==> config.mk <==
export PLATFORM = sky130hd
export DESIGN_NAME = mem_port_arbiter
export DESIGN_NICKNAME = d
export VERILOG_FILES = /design/src/rtl/mem_port_arbiter.sv
export SDC_FILE = /design/constraint.sdc
export NUM_CORES = 1
export LEC_CHECK = 0
export CORE_MARGIN = 2
export CORE_UTILIZATION = 35
export CTS_CLUSTER_DIAMETER = 40
export DETAILED_ROUTE_END_ITERATION = 8
export PLACE_DENSITY = 0.75
export SLEW_MARGIN = 20
export SYNTH_ARGS = -nofsm -noshare
export SYNTH_HDL_FRONTEND = slang
export SYNTH_SLANG_ARGS = --single-unit
==> constraint.sdc <==
create_clock -name clock -period 1.6 [get_ports clock]
set_clock_uncertainty 0.1 [all_clocks]
set_input_delay 0.24 -clock clock [delete_from_list [all_inputs] [get_ports clock]]
set_output_delay 0.24 -clock clock [all_outputs]
set_load 0.01 [all_outputs]
==> src/rtl/mem_port_arbiter.sv <==
// mem_port_arbiter
// Shares one main-memory port between the instruction-cache refill path (I)
// and the data-cache load/store path (D). One-word transactions, one owner
// at a time, with a timeout guard on the memory handshake.
//
// Data traffic wins by default. A saturating streak counter forces an I grant
// once D has won MAX_D_STREAK times in a row while I was waiting, so that
// instruction fetch always makes progress.
//
//   state   | meaning
//   --------+-------------------------------------------------------------
//   IDLE    | port free, arbitrate between i_req and d_req every cycle
//   BUS     | owner's transaction presented on mem_*, waiting for mem_ack
//   RESP    | one-cycle done (and err) pulse to the owner, req inputs ignored

module mem_port_arbiter #(
  parameter int ADDR_W       = 32,
  parameter int DATA_W       = 32,
  parameter int MAX_D_STREAK = 2,
  parameter int TIMEOUT_CYC  = 64
) (
  input  logic              clock,
  input  logic              reset,

  input  logic              i_req,
  input  logic [ADDR_W-1:0] i_addr,
  output logic              i_gnt,
  output logic              i_done,
  output logic              i_err,
  output logic [DATA_W-1:0] i_rdata,

  input  logic              d_req,
  input  logic              d_we,
  input  logic [ADDR_W-1:0] d_addr,
  input  logic [DATA_W-1:0] d_wdata,
  output logic              d_gnt,
  output logic              d_done,
  output logic              d_err,
  output logic [DATA_W-1:0] d_rdata,

  output logic              mem_req,
  output logic              mem_we,
  output logic [ADDR_W-1:0] mem_addr,
  output logic [DATA_W-1:0] mem_wdata,
  input  logic              mem_ack,
  input  logic [DATA_W-1:0] mem_rdata,

  output logic              busy
);

  localparam int STREAK_W = $clog2(MAX_D_STREAK + 1);
  localparam int TMO_W    = $clog2(TIMEOUT_CYC);

  localparam logic [STREAK_W-1:0] STREAK_MAX = STREAK_W'(MAX_D_STREAK);
  // The timer counts down from this value; reaching zero in BUS marks the
  // TIMEOUT_CYC-th cycle without an ack.
  localparam logic [TMO_W-1:0]    TMO_LOAD   = TMO_W'(TIMEOUT_CYC - 1);

  typedef enum logic [1:0] {
    ST_IDLE = 2'd0,
    ST_BUS  = 2'd1,
    ST_RESP = 2'd2
  } state_t;

  state_t              state_q;
  state_t              state_nxt;

  logic                grant_i;
  logic                grant_d;
  logic                bus_ack;
  logic                bus_tmo;

  logic                owner_d_q;
  logic                we_q;
  logic [ADDR_W-1:0]   addr_q;
  logic [DATA_W-1:0]   wdata_q;
  logic [TMO_W-1:0]    tmo_q;
  logic [STREAK_W-1:0] streak_q;

  logic [DATA_W-1:0]   i_rdata_q;
  logic [DATA_W-1:0]   d_rdata_q;
  logic                i_done_q;
  logic                d_done_q;
  logic                i_err_q;
  logic                d_err_q;

  // State register.
  always_ff @(posedge clock or negedge reset) begin
    if (!reset) begin
      state_q <= ST_IDLE;
    end else begin
      state_q <= state_nxt;
    end
  end

  // Next-state logic: arbitration in IDLE, ack/timeout resolution in BUS.
  // An ack arriving on the last timer cycle still counts as a success.
  always_comb begin
    state_nxt = state_q;
    grant_i   = 1'b0;
    grant_d   = 1'b0;
    bus_ack   = 1'b0;
    bus_tmo   = 1'b0;
    case (state_q)
      ST_IDLE: begin
        if (d_req && !(i_req && (streak_q == STREAK_MAX))) begin
          grant_d = 1'b1;
        end else if (i_req) begin
          grant_i = 1'b1;
        end
        if (grant_d || grant_i) begin
          state_nxt = ST_BUS;
        end
      end
      ST_BUS: begin
        if (mem_ack) begin
          bus_ack   = 1'b1;
          state_nxt = ST_RESP;
        end else if (tmo_q == '0) begin
          bus_tmo   = 1'b1;
          state_nxt = ST_RESP;
        end
      end
      ST_RESP: begin
        state_nxt = ST_IDLE;
      end
      default: begin
        state_nxt = ST_IDLE;
      end
    endcase
  end

  // Latch the winning transaction; I never writes, so its we/wdata are zero.
  always_ff @(posedge clock or negedge reset) begin
    if (!reset) begin
      owner_d_q <= 1'b0;
      we_q      <= 1'b0;
      addr_q    <= '0;
      wdata_q   <= '0;
    end else if (grant_d) begin
      owner_d_q <= 1'b1;
      we_q      <= d_we;
      addr_q    <= d_addr;
      wdata_q   <= d_wdata;
    end else if (grant_i) begin
      owner_d_q <= 1'b0;
      we_q      <= 1'b0;
      addr_q    <= i_addr;
      wdata_q   <= '0;
    end
  end

  // Timeout down-counter, reloaded on every grant and run while in BUS.
  always_ff @(posedge clock or negedge reset) begin
    if (!reset) begin
      tmo_q <= '0;
    end else if (grant_d || grant_i) begin
      tmo_q <= TMO_LOAD;
    end else if ((state_q == ST_BUS) && (tmo_q != '0)) begin
      tmo_q <= tmo_q - 1'b1;
    end
  end

  // Streak of D grants taken while I was waiting; saturates at the limit.
  always_ff @(posedge clock or negedge reset) begin
    if (!reset) begin
      streak_q <= '0;
    end else if (grant_i) begin
      streak_q <= '0;
    end else if (grant_d) begin
      if (!i_req) begin
        streak_q <= '0;
      end else if (streak_q != STREAK_MAX) begin
        streak_q <= streak_q + 1'b1;
      end
    end
  end

  // Capture read data for the owner on ack; stores and timeouts leave it alone.
  always_ff @(posedge clock or negedge reset) begin
    if (!reset) begin
      i_rdata_q <= '0;
      d_rdata_q <= '0;
    end else if (bus_ack) begin
      if (!owner_d_q) begin
        i_rdata_q <= mem_rdata;
      end else if (!we_q) begin
        d_rdata_q <= mem_rdata;
      end
    end
  end

  // Done/err pulses are registered so they line up exactly with RESP.
  always_ff @(posedge clock or negedge reset) begin
    if (!reset) begin
      i_done_q <= 1'b0;
      d_done_q <= 1'b0;
      i_err_q  <= 1'b0;
      d_err_q  <= 1'b0;
    end else begin
      i_done_q <= (bus_ack || bus_tmo) && !owner_d_q;
      d_done_q <= (bus_ack || bus_tmo) &&  owner_d_q;
      i_err_q  <= bus_tmo && !owner_d_q;
      d_err_q  <= bus_tmo &&  owner_d_q;
    end
  end

  // Outputs decode registered state only; nothing reaches mem_* from req.
  always_comb begin
    busy      = (state_q != ST_IDLE);
    mem_req   = (state_q == ST_BUS);
    mem_we    = mem_req && we_q;
    mem_addr  = addr_q;
    mem_wdata = wdata_q;
    i_gnt     = busy && !owner_d_q;
    d_gnt     = busy &&  owner_d_q;
    i_done    = i_done_q;
    d_done    = d_done_q;
    i_err     = i_err_q;
    d_err     = d_err_q;
    i_rdata   = i_rdata_q;
    d_rdata   = d_rdata_q;
  end

endmodule

Word-level counts from Yosys, hierarchy flattened
Cells that the tools add are included.
{"block": "word_totals", "regBits": 144, "output_inout_bits": 137, "elab_cells": 77}
{"block": "classes", "addsub": 2, "n_eq_ne": 6, "muxes": 29, "bitwise": 2, "reduce_logical": 25}
{"cell": "$mux 32", "count": 4}
{"cell": "$mux 1", "count": 15}
{"cell": "$mux 2", "count": 7}
{"cell": "$mux 6", "count": 2}
{"cell": "$logic_and 1x1->1", "count": 10}
{"cell": "$logic_not 6->1", "count": 1}
{"cell": "$ne 3x1->1 const B", "count": 2}
{"cell": "$reduce_and 2->1", "count": 3}
{"cell": "$reduce_bool 2->1", "count": 3}
{"cell": "$reduce_bool 6->1", "count": 1}
{"cell": "$sub 6x1->6 const B", "count": 1}
{"cell": "$ne 2x2->1 const B", "count": 2}
{"cell": "$pmux 2 s2", "count": 1}
{"cell": "$logic_or 1x1->1", "count": 3}
{"cell": "$reduce_and 3->1", "count": 1}
{"cell": "$add 2x1->2 const B", "count": 1}
{"cell": "$eq 2x1->1 const B", "count": 1}
{"cell": "$eq 2x2->1 const B", "count": 1}
{"cell": "$logic_not 1->1", "count": 2}
{"cell": "$logic_not 2->1", "count": 1}
{"cell": "$not 1->1", "count": 2}

Logic depth before layout (Yosys ltp)
{"block": "depth", "depth_word": 9, "depth_mapped": 8}

Least setup slack after synthesis
Ideal clock, no wire load.
{"block": "synth_path", "path_type": "register to register", "from": "register state_q[1]", "to": "register d_rdata_q[10], in the netlist d_rdata[10]", "setup_ns": 0.125, "arrival_time_ns": 1.504, "t_required_ns": 1.375, "setup_slack_ns": -0.129, "stages_incl_launch_ff": 8, "path_buffers": 3, "period_less_slack_ns": 1.729, "path_cell_list": "dfrtp_1 > nand2b_1 > buf_6 > inv_4 > and4b_1 > buf_6 > buf_12 > mux2_4"}
{"block": "synth_between", "elab_chain_len": 3}
{"element": "start: declaration", "line_no": "65", "rtl": "state_t state_q;"}
{"element": "start signal: assignment", "line_no": "92", "rtl": "state_q <= state_nxt;"}
{"element": "$eq 2x1->1"}
{"element": "named net mem_req", "line_no": "41", "rtl": "output logic mem_req,"}
{"element": "$mux 1", "line_no": "104", "rtl": "case (state_q)"}
{"element": "$reduce_and 3->1 (no source line)"}
{"element": "end signal: assignment", "line_no": "188", "rtl": "d_rdata_q <= mem_rdata;"}
{"element": "end: declaration", "line_no": "81", "rtl": "logic [DATA_W-1:0] d_rdata_q;"}
The timed path passes the listed nets, and every way through them passes these cells.
A chain may end at the register's enable or synchronous reset.

Worst setup path in the final report
{"block": "layout_path", "from": "register state_q[1]", "to": "register i_rdata_q[15], in the netlist i_rdata[15]"}
{"block": "layout_between", "elab_chain_len": 3}
{"element": "$eq 2x1->1", "line_no": "104"}
{"element": "$mux 1", "line_no": "104"}
{"element": "$reduce_and 2->1 (no source line)"}
{"element": "end signal: assignment", "line_no": "186", "rtl": "i_rdata_q <= mem_rdata;"}
{"element": "end: declaration", "line_no": "80", "rtl": "logic [DATA_W-1:0] i_rdata_q;"}
No other way between the ends.

==> results.md <==
- Most used cell, CP: buf_12
- Core area: about 17,000 um2
- LEAKAGE: 4.86 nW
- Mux contribution to synthesized area: around 20%
- Die X: 135 um
- Endpoints failing setup: 103
- Cell area power density: between 1500 and 2000 nW/um2
- Distinct cells, synth: 42
- Clk slew on worst S/H paths: 0.06 ns
- Critical path's slowest cell: dfrtp_1
- Final hold viol count: 0
- Top-area cell type share of the netlist area: 60.2%
- Post-synthesis sequential area ratio: between 60% and 70%
- Most common cell after layout, fill and taps aside: dfrtp_1
- Vias post-DR: about 5.0k
- Gate Count Post-Synth: 429
- Sw Share: 33.4%
- Die area: ~18,000 um2
- Starting Density: 36.0%
- Post-Synth Simple-Gate Area: 3.32%
- Slew Limit Fails: 0
- Clock Root Buffer: clkbuf_16
- Gr usage total: 20.2%
- Post-DR vias/cell: ~5
- Worst slack at placement: -0.278 ns
- GR Overflow Total: 0
- Run status: complete, but fails checks
- Residual DRC: 0
- Vias in the first global route: 5,212
- Mean Syn Cell Area: 14.0 um2
- Number of top-level pins: 271
- Ys flop type: dfrtp_1
- Startpoint types: flop
- HP Class: in -> async
- Synth Area in Compound Gates: 12.0%
- Commonest cells after routing, fill and taps aside: dfrtp_1 (143), clkdlybuf4s50_1 (132), dlygate4sd2_1 (132), mux2_4 (62)
- Asr flop ratio synth: 100%
- Int Pwr: between 10 and 15 mW
- Max clock buf depth: 2
- Clock Latency Late Sink: 0.41 ns
- Wire per inst: roughly 19 um
- R2R Setup Slk: -0.13 ns
- Critical-path cell list: nand2b_4 > buf_6 > nor3b_4 > buf_12 > buf_12 > mux2_4
- Crit path DAT: 1.92 ns
- Largest family of logic cells by synthesized area: multiplexers
- RSZ-0062 raised after global routing: true
- Max cap viols: 0
- CP max stage delay: 0.39 ns
- Setup ws final: -0.132 ns
- Post-DP HPWL: 12,600 um
- Synth Net Count: 566
- Logic pwr share: 48.7%
- Max-slew headroom: 78.1%
- Die span in y: 135 um
- Period minus WS final: 1.73 ns
- Tot Pwr: 19.9 mW
- Tightest Pin Transition: 0.329 ns
- Final wirelength: 18,800 um
- XOR/XNOR share of the synthesized area: 0%
- Initial antenna violation count: 0
- CP delay by family, top: buffers and inverters
- Cell Area, Synth: around 6000 um2
- Post-synth EDFFs: 0
- Post-synthesis register bit count: 144
- Buffers on Ports: 270
- Crit. End Element: flop
- Failing checks: negative setup slack
- Post-synth top area cell: dfrtp_1
- CTS tree: built
- FP Rows: 47
- Flop pwr share: 31.9%
- GP Congestion: 0.819
- Antenna viol nets, final: 0
- Worst EP required: 1.79 ns
- Psw: between 6 and 7 mW
- Clock sink count: 144
- CP Class: reg -> reg
- Fmax: 0.577 GHz
- Pre-Repair DR Iteration Count: 4
- Largest net degree at the start of global routing: 52
- Syn. warnings: 0
- Final Cycle Share: 108%
- First-pass GRT wire length: 28,600 um
- Synth top area cells: dfrtp_1 (60%), mux2_4 (7.5%), mux2i_1 (5.9%)
- CTS Buf Count: 17
- Synth Area in Adders: 0.627%
- DRC marker count from the first detailed-route iteration: 225
- Hold_ws: ~0.19 ns
- Htree depth: 4
- Antenna diodes: 0
- Layout cells sized above 1: 32.7%
- Synth-to-layout area growth: 78.4%
- Worst path bufs/invs: 3
- Clock power share: 19.4%
- Peak supply drop: 0.000914 V
- Nets: 903
- CP max FO: 10
## worst paths after layout
kind	cells after the start	from	to
max	6	state_q[1]	i_rdata[15]
min	2	reset	d_rdata[9]
max reg2reg	6	state_q[1]	i_rdata[15]
min reg2reg	1	i_rdata[0]	i_rdata[0]
max in group asynchronous	3	reset	mem_addr[31]
min in group clock	2	d_wdata[4]	mem_wdata[4]
## final cells by class
| type | instances | area [um2] |
|---|---|---|
| fillers | 1282 | 5960 |
| flip-flops and latches | 144 | 3600 |
| repair buffers | 350 | 3600 |
| multi-input cells | 246 | 2590 |
| clock buffers | 19 | 443 |
| well taps | 220 | 275 |
| clock inverters | 13 | 138 |
| inverters | 7 | 28.8 |
## layer usage
| layer | global-route usage, % | vias up | wire length (um) |
|---|---|---|---|
| met3 | 5.56 | 17 | 1240 |
| met5 | 0 | - | 0 |
| li1 | - | 2241 | - |
| met4 | 5.32 | 0 | 280 |
| met1 | 25.6 | 2481 | 7780 |
| met2 | 34.2 | 223 | 9510 |
## power by group through the flow
stage | sequential [mW] | combinational (mW) | clock, mW
final | 6.35 | 9.70 | 3.86
after global routing | 6.55 | 10.3 | 4.14
after CTS | 6.33 | 9.03 | 3.96
after detailed placement | 6.42 | 9.15 | 0
after global placement | 6.35 | 8.93 | 0
after floorplan | 6.97 | 3.49 | 0
## repair_timing
item                                   4_1_cts  5_1_grt
setup endpoints to repair                  267      141
pin swaps                                    5       14
resized for setup                          189       78
gates cloned                                 6        7
endpoints found under the hold margin      144        0
buffers inserted                            20        6
hold buffers                                 1        0
## cells in the mapped netlist, types with 2 or more instances
master	count
dfrtp_1	144
nand2_1	3
inv_1	6
nor3_1	3
o31ai_1	2
mux2_4	30
o21ai_0	3
buf_2	16
buf_4	3
nand3_1	2
buf_6	2
or2_2	2
and2_1	2
nor2b_1	2
a22o_1	33
o211ai_1	2
nor4b_1	3
nor2_1	4
nand2b_1	2
buf_12	3
mux2_2	29
mux2_1	5
a21oi_1	67
clkbuf_1	7
ha_1	3
mux2i_1	35
## state kept, by name, summed over array words and instances, names as in the netlist
name / cells
tmo_q: 6
i_err: 1
i_rdata: 32
state_q: 2
owner_d_q: 1
d_err: 1
we_q: 1
d_done: 1
i_done: 1
streak_q: 2
mem_addr: 32
mem_wdata: 32
d_rdata: 32
## stage by stage
stage / instances / setup TNS, ns / area [um2] / utilization (%)
global placement: 932 / -24.89 / 9390 / 56.4
CTS: 989 / -8.16 / 10200 / 61.6
finish: 999 / -6.01 / 10700 / 64.2
floorplan: 429 / -5.59 / 6130 / -
global route: 999 / -12.49 / 10700 / 64.2
detailed placement: 932 / -29.02 / 9390 / 56.4
## cell families (layout without fill, tap and decap cells)
logic type | after synthesis | count (layout)
AO/OA/AOI/OAI | 113 | 113
adder cells (fa/ha/maj) | 3 | 3
buffers and inverters | 39 | 389
flip-flops | 144 | 144
multiplexers | 99 | 99
AND/OR/NAND/NOR | 31 | 31
(Power assumes the default switching activity.)
